[src/rtl/insn_enc_pkg.sv]
// Shared definitions for the RV32I instruction encoder.
// Pure declarations and helpers; no state, no latency.
// No handshakes live here.
package insn_enc_pkg;

    typedef enum logic [3:0] {
        FMT_R      = 4'd0,
        FMT_I_ALU  = 4'd1,
        FMT_I_LD   = 4'd2,
        FMT_I_JALR = 4'd3,
        FMT_S      = 4'd4,
        FMT_B      = 4'd5,
        FMT_LUI    = 4'd6,
        FMT_AUIPC  = 4'd7,
        FMT_J      = 4'd8
    } fmt_e;

    localparam logic [6:0] OPC_OP     = 7'b0110011;
    localparam logic [6:0] OPC_OP_IMM = 7'b0010011;
    localparam logic [6:0] OPC_LOAD   = 7'b0000011;
    localparam logic [6:0] OPC_JALR   = 7'b1100111;
    localparam logic [6:0] OPC_STORE  = 7'b0100011;
    localparam logic [6:0] OPC_BRANCH = 7'b1100011;
    localparam logic [6:0] OPC_LUI    = 7'b0110111;
    localparam logic [6:0] OPC_AUIPC  = 7'b0010111;
    localparam logic [6:0] OPC_JAL    = 7'b1101111;

    localparam logic [6:0] FUNCT7_BASE = 7'b0000000;
    localparam logic [6:0] FUNCT7_ALT  = 7'b0100000;

    // True when value is representable as a width-bit two's-complement
    // number, i.e. bits [31:width-1] are all copies of the sign bit.
    function automatic logic fits_signed(input logic [31:0] value, input int unsigned width);
        logic [31:0] mask;
        mask = 32'hFFFF_FFFF << (width - 1);
        return ((value & mask) == 32'd0) || ((value & mask) == mask);
    endfunction

endpackage

[src/rtl/insn_enc_fifo.sv]
// Two-entry 32-bit queue for encoded instruction words.
// Latency: a pushed word is visible at the head the following cycle.
// Pushes while full and pops while empty are ignored; the caller gates them.
module insn_enc_fifo (
    input  logic        clk,
    input  logic        rst,
    input  logic        push,
    input  logic [31:0] push_dat,
    input  logic        pop,
    output logic [31:0] head_dat,
    output logic        full,
    output logic        empty
);

    logic [31:0] mem [2];
    logic        wr_ptr;
    logic        rd_ptr;
    logic [1:0]  count;
    logic        do_wr;
    logic        do_rd;

    assign full     = (count == 2'd2);
    assign empty    = (count == 2'd0);
    assign do_wr    = push && !full;
    assign do_rd    = pop && !empty;
    assign head_dat = mem[rd_ptr];

    // Storage, pointers and occupancy; reset drops everything queued.
    always_ff @(posedge clk) begin
        if (rst) begin
            mem[0] <= '0;
            mem[1] <= '0;
            wr_ptr <= 1'b0;
            rd_ptr <= 1'b0;
            count  <= 2'd0;
        end else begin
            if (do_wr) begin
                mem[wr_ptr] <= push_dat;
                wr_ptr      <= ~wr_ptr;
            end
            if (do_rd) begin
                rd_ptr <= ~rd_ptr;
            end
            case ({do_wr, do_rd})
                2'b10:   count <= count + 2'd1;
                2'b01:   count <= count - 2'd1;
                default: count <= count;
            endcase
        end
    end

endmodule

[src/rtl/insn_enc.sv]
// RV32I encoder: checks a decoded field bundle and assembles a legal 32-bit word.
// Latency: accept in cycle N -> word at the queue head (or err_o pulse) in N+1.
// req_rdy_o is !full from registered state only; a pop never frees a slot in the same cycle.
module insn_enc
    import insn_enc_pkg::*;
#(
    parameter int CNT_W = 16
) (
    input  logic             clk_i,
    input  logic             rst_i,
    input  logic             req_vld_i,
    output logic             req_rdy_o,
    input  logic [3:0]       fmt_i,
    input  logic [2:0]       funct3_i,
    input  logic             alt_i,
    input  logic [4:0]       rd_i,
    input  logic [4:0]       rs1_i,
    input  logic [4:0]       rs2_i,
    input  logic [31:0]      imm_i,
    output logic [31:0]      instr_o,
    output logic             instr_vld_o,
    input  logic             instr_rdy_i,
    output logic             err_o,
    output logic [CNT_W-1:0] insn_cnt_o,
    output logic [CNT_W-1:0] err_cnt_o
);

    fmt_e        fmt;
    logic [6:0]  funct7;
    logic [31:0] enc_dat;
    logic        enc_err;
    logic        fits12;
    logic        fits13;
    logic        fits21;
    logic        shamt_ok;
    logic        accept;
    logic        push;
    logic        pop;
    logic        full;
    logic        empty;
    logic [31:0] head_dat;

    assign fmt      = fmt_e'(fmt_i);
    assign funct7   = alt_i ? FUNCT7_ALT : FUNCT7_BASE;
    assign fits12   = fits_signed(imm_i, 12);
    assign fits13   = fits_signed(imm_i, 13);
    assign fits21   = fits_signed(imm_i, 21);
    assign shamt_ok = (imm_i[31:5] == 27'd0);

    assign req_rdy_o   = !full;
    assign accept      = req_vld_i && req_rdy_o;
    assign push        = accept && !enc_err;
    assign instr_vld_o = !empty;
    assign pop         = instr_vld_o && instr_rdy_i;
    assign instr_o     = empty ? 32'd0 : head_dat;

    // Assemble the word for the selected format and flag illegal field combinations.
    always_comb begin
        enc_dat = 32'd0;
        enc_err = 1'b0;
        case (fmt)
            FMT_R: begin
                enc_dat = {funct7, rs2_i, rs1_i, funct3_i, rd_i, OPC_OP};
                enc_err = alt_i && !((funct3_i == 3'b000) || (funct3_i == 3'b101));
            end
            FMT_I_ALU: begin
                case (funct3_i)
                    3'b001: begin
                        enc_dat = {FUNCT7_BASE, imm_i[4:0], rs1_i, funct3_i, rd_i, OPC_OP_IMM};
                        enc_err = alt_i || !shamt_ok;
                    end
                    3'b101: begin
                        enc_dat = {funct7, imm_i[4:0], rs1_i, funct3_i, rd_i, OPC_OP_IMM};
                        enc_err = !shamt_ok;
                    end
                    default: begin
                        enc_dat = {imm_i[11:0], rs1_i, funct3_i, rd_i, OPC_OP_IMM};
                        enc_err = alt_i || !fits12;
                    end
                endcase
            end
            FMT_I_LD: begin
                enc_dat = {imm_i[11:0], rs1_i, funct3_i, rd_i, OPC_LOAD};
                enc_err = !fits12 || (funct3_i == 3'b011) || (funct3_i[2:1] == 2'b11);
            end
            FMT_I_JALR: begin
                enc_dat = {imm_i[11:0], rs1_i, funct3_i, rd_i, OPC_JALR};
                enc_err = !fits12 || (funct3_i != 3'b000);
            end
            FMT_S: begin
                enc_dat = {imm_i[11:5], rs2_i, rs1_i, funct3_i, imm_i[4:0], OPC_STORE};
                enc_err = !fits12 || (funct3_i[2] || (funct3_i[1:0] == 2'b11));
            end
            FMT_B: begin
                enc_dat = {imm_i[12], imm_i[10:5], rs2_i, rs1_i, funct3_i,
                           imm_i[4:1], imm_i[11], OPC_BRANCH};
                enc_err = !fits13 || imm_i[0] || (funct3_i[2:1] == 2'b01);
            end
            FMT_LUI: begin
                enc_dat = {imm_i[31:12], rd_i, OPC_LUI};
                enc_err = (imm_i[11:0] != 12'd0);
            end
            FMT_AUIPC: begin
                enc_dat = {imm_i[31:12], rd_i, OPC_AUIPC};
                enc_err = (imm_i[11:0] != 12'd0);
            end
            FMT_J: begin
                enc_dat = {imm_i[20], imm_i[10:1], imm_i[11], imm_i[19:12], rd_i, OPC_JAL};
                enc_err = !fits21 || imm_i[0];
            end
            default: begin
                enc_dat = 32'd0;
                enc_err = 1'b1;
            end
        endcase
    end

    insn_enc_fifo u_fifo (
        .clk      (clk_i),
        .rst      (rst_i),
        .push     (push),
        .push_dat (enc_dat),
        .pop      (pop),
        .head_dat (head_dat),
        .full     (full),
        .empty    (empty)
    );

    // Error pulse and wrapping activity counters.
    always_ff @(posedge clk_i) begin
        if (rst_i) begin
            err_o      <= 1'b0;
            insn_cnt_o <= '0;
            err_cnt_o  <= '0;
        end else begin
            err_o <= accept && enc_err;
            if (accept && enc_err) begin
                err_cnt_o <= err_cnt_o + 1'b1;
            end
            if (pop) begin
                insn_cnt_o <= insn_cnt_o + 1'b1;
            end
        end
    end

endmodule

[config.mk]
export PLATFORM = sky130hd
export DESIGN_NAME = insn_enc
export DESIGN_NICKNAME = d
export VERILOG_FILES = /design/src/rtl/insn_enc_pkg.sv /design/src/rtl/insn_enc_fifo.sv /design/src/rtl/insn_enc.sv
export SDC_FILE = /design/constraint.sdc
export NUM_CORES = 1
export LEC_CHECK = 0
export ABC_AREA = 0
export CORE_MARGIN = 2
export CORE_UTILIZATION = 54
export DETAILED_ROUTE_END_ITERATION = 12
export PLACE_DENSITY = 0.84
export SLEW_MARGIN = 40
export SYNTH_ARGS = -nofsm -noshare
export SYNTH_HDL_FRONTEND = slang
export SYNTH_SLANG_ARGS = --single-unit
[constraint.sdc]
create_clock -name clk_i -period 11.2 [get_ports clk_i]
set_input_delay 1.12 -clock clk_i [delete_from_list [all_inputs] [get_ports clk_i]]
set_output_delay 1.12 -clock clk_i [all_outputs]
set_load 0.1 [all_outputs]
==> impl_metrics.ini <==
[status]
status = complete, no violations

[sta]
period_share_pct = 44.6
timing.fmax_ghz = 0.200
period_minus_slack_ps = 5000
relSlewSlack_pct = 50.3
finalSetupTns_ps = 0
rsz0062_at_grt = no
worstMarginPinSlew_ps = 741
finClkSkew_ps = 11.7
slew_viol_final = 0
setup_viol = 0
hold-worst-slack_ps = 501
finalHoldViolCount = 0

[power]
p_sw_w = 0.000284
leakagePower_nw = 2.33
ir_drop_v = 0.0000901
seqPwrFrac_pct = 49.9
switching_share_pct = 34.1
clkPwrFrac_pct = 26.9
p_comb_share_pct = 23.2
power_density_mw_per_mm2 = 131
internal_power_w = 0.000549

[worst_setup_path]
start_kind = input port
critPathKind = in -> reg
arrival_ps = 5040
cpMaxStageDelayCell = clkdlybuf4s50_1
crit_path_end_kind = flip-flop
worstPathRequired_ps = 11250
r2r-start = u_fifo.count[0]$_SDFFE_PP0P_
r2r_cells = 7
worstReg2RegEnd = u_fifo.count[1]$_SDFFE_PP0P_
path_cells = clkdlybuf4s50_1, nor2b_1, and2_1, o41ai_1, o2111ai_2, nor3_2, nand3_4, or2b_1, buf_4
cp_max_fo = 32
critPathMaxStageDelay_ps = 910
rrSetupSlack_ps = 8560

[routing]
drc = 0
ant_nets = 0
drt-vias-per-instance = 5.76
initialDrtViolationCount = 339
wl_per_cell_um = 16.6
dr.pass1.iters = 6
routed-via-count = 4444
wirelength_um = 12800

[floorplanning]
die_width_um = 102
initial_utilization_pct = 55.9
ioPinCount = 126
core_mm2 = 0.00933
die_y_um = 102
rows = 35
die_area_mm2 = 0.0105

[clock_tree]
path_clk_slew_ps = 100
clock_latency_ps = 370
cts_tree = done
post_cts_resized = 0
holdBufCountCts = 0
cts_sinks = 100
root_buffer = clkbuf_8
cts_inserted_buffers = 9
cts_setup_buffers = 0
cts_buffer_depth = 2
h-tree-depth = 3

[job]
cap_violations = 0

[yosys]
netlist_top_cells_area = edfxtp_1 36%, dfxtp_1 15%, nor2_1 8.9%, mux2i_1 6.3%, a22oi_1 3.0%
synth.yosys.warnings = 0
yosysSeqAreaShare_pct = 50.3
synthAdderAreaFrac_pct = 0.720
synth_simple_gate_area_share_pct = 22.6
synth_top_family_by_area = simple AND/OR/NAND/NOR gates
ys_top_cells_by_count = 124 x nor2_1, 62 x edfxtp_1, 38 x dfxtp_1
synthesis.area_mm2 = 0.00522
muxShareOfSynthArea_pct = 6.98
synthCells = 528
ys_types = 61
yosysMostFrequentCell = nor2_1
synth_edf_count = 62
yosysTopAreaCellShare_pct = 35.7
synth-seq-cells = 100
synth-main-ff-cell = edfxtp_1
synth_xor_area_share_pct = 3.19
ys_async_sr_fraction_pct = 0
yosysTopAreaCell = edfxtp_1
syn_nets = 590
avgSynthCellArea_um2 = 9.88
synth-compound-area-share_pct = 12.2

[global_route]
antenna_found_initial = 0
grt_pass1_vias = 4168
grt_usage_pct = 24.5
grt_pass1_wl_um = 19900
grt-ovfl-total = 0
grt_start_max_net_pins = 44

[layout]
antenna_cells = 0
area_delta_synth_final_pct = 21.9
final_util_pct = 68.2
nNetsFinal = 700
drive_above_1_share_pct = 17.4
nFillCells = 749
final_cell_area_mm2 = 0.00636

[worst_hold_path]
hold_class = reg -> reg
hold_end = insn_cnt_o[15]$_SDFFE_PP0P_
min-delay-start = insn_cnt_o[15]$_SDFFE_PP0P_
whs_path_depth = 2

[place]
dp_hpwl_um = 9200
placed_cell_area_mm2 = 0.00616
portBuffers = 125
globalplace.congestion = 0.912
[sequential cells by signal, indices dropped and copies added, names as in the netlist, named ones only]
name	cells
err_o	1
err_cnt_o	16
u_fifo.count	2
u_fifo.rd_ptr	1
u_fifo.wr_ptr	1
u_fifo.mem	62
insn_cnt_o	16
[worst max-delay path, delay by kind of cell]
family,cells,cell delay (ps)
and+or+nand+nor,5,2190
buffers and inverters,2,1310
AOI/OAI and AO/OA,2,410
[layout by cell type, fill, tap and decap left out, types with 3 or more instances in the layout]
cell type	n
nor2_1	123
buf_2	67
edfxtp_1	62
clkdlybuf4s50_1	58
dfxtp_1	37
mux2i_1	33
a21oi_1	25
a22oi_1	21
o21ai_0	18
nand2_1	17
or3_1	15
xor2_1	14
nand4_1	13
nor2b_1	13
nand3_1	13
clkbuf_8	10
inv_1	8
nor3_1	6
nor4_1	5
or4_1	5
xnor2_1	5
buf_4	5
o31ai_1	4
a222oi_1	4
and3_1	3
mux2_2	3
or2_2	3
a31oi_1	3
ha_1	3
inv_6	3
[worst max path at each step]
stage	from	cells after the start	slack, ps	end
global placement	fmt_i[1]	9	6080	u_fifo.mem[1][13]$_SDFFCE_PN0P_
detailed placement	fmt_i[3]	9	5870	u_fifo.mem[1][17]$_SDFFCE_PN0P_
floorplan	imm_i[19]	8	6580	u_fifo.mem[0][0]$_SDFFCE_PN0P_
finish	fmt_i[3]	9	6200	u_fifo.mem[1][20]$_SDFFCE_PN0P_
global route	fmt_i[3]	9	5860	u_fifo.mem[1][10]$_SDFFCE_PN0P_
CTS	fmt_i[3]	9	6260	u_fifo.mem[1][4]$_SDFFCE_PN0P_
[through the flow]
stage                     setup WS, ps  instances  power, W
after floorplan                   6580        528  0.000562
after global placement            6080        756  0.000623
after global routing              5860        772  0.000861
after CTS                         6260        772  0.000834
final                             6200        772  0.000832
after detailed placement          5870        756  0.000616
[power groups by stage]
stage / clock [W] / combinational (W) / sequential, W
global placement: 0 / 0.000200 / 0.000423
CTS: 0.000226 / 0.000193 / 0.000416
finish: 0.000224 / 0.000193 / 0.000415
global route: 0.000240 / 0.000203 / 0.000417
floorplan: 0 / 0.000134 / 0.000428
detailed placement: 0 / 0.000192 / 0.000424
[cell families after synthesis]
family                     after synthesis
xor gates and xnor gates                19
buffers and inverters                   40
muxes                                   36
and+or+nand+nor                        238
DFF                                    100
adders and majority gates                3
AOI/OAI and AO/OA                       92
[final cells by class]
cell class	instances	area, um^2	share of cell area (%)
timing repair buffer	130	953	15.0
sequential	100	2630	41.3
clock inverter	6	52.6	0.826
clock buffer	10	138	2.16
inverter	9	33.8	0.531
multi-input combinational	388	2390	37.7
tap	129	161	2.54
[layer usage]
metal	vias up	share of wire [%]	wire length, um	global-route usage, %
li1	2139	-	-	-
met1	2089	40	5180	31.6
met2	195	51	6490	42.1
met3	21	7.2	920	3.56
met4	0	1.9	248	9.33
met5	-	0	0	0
Power figures use the tool's default switching activity.
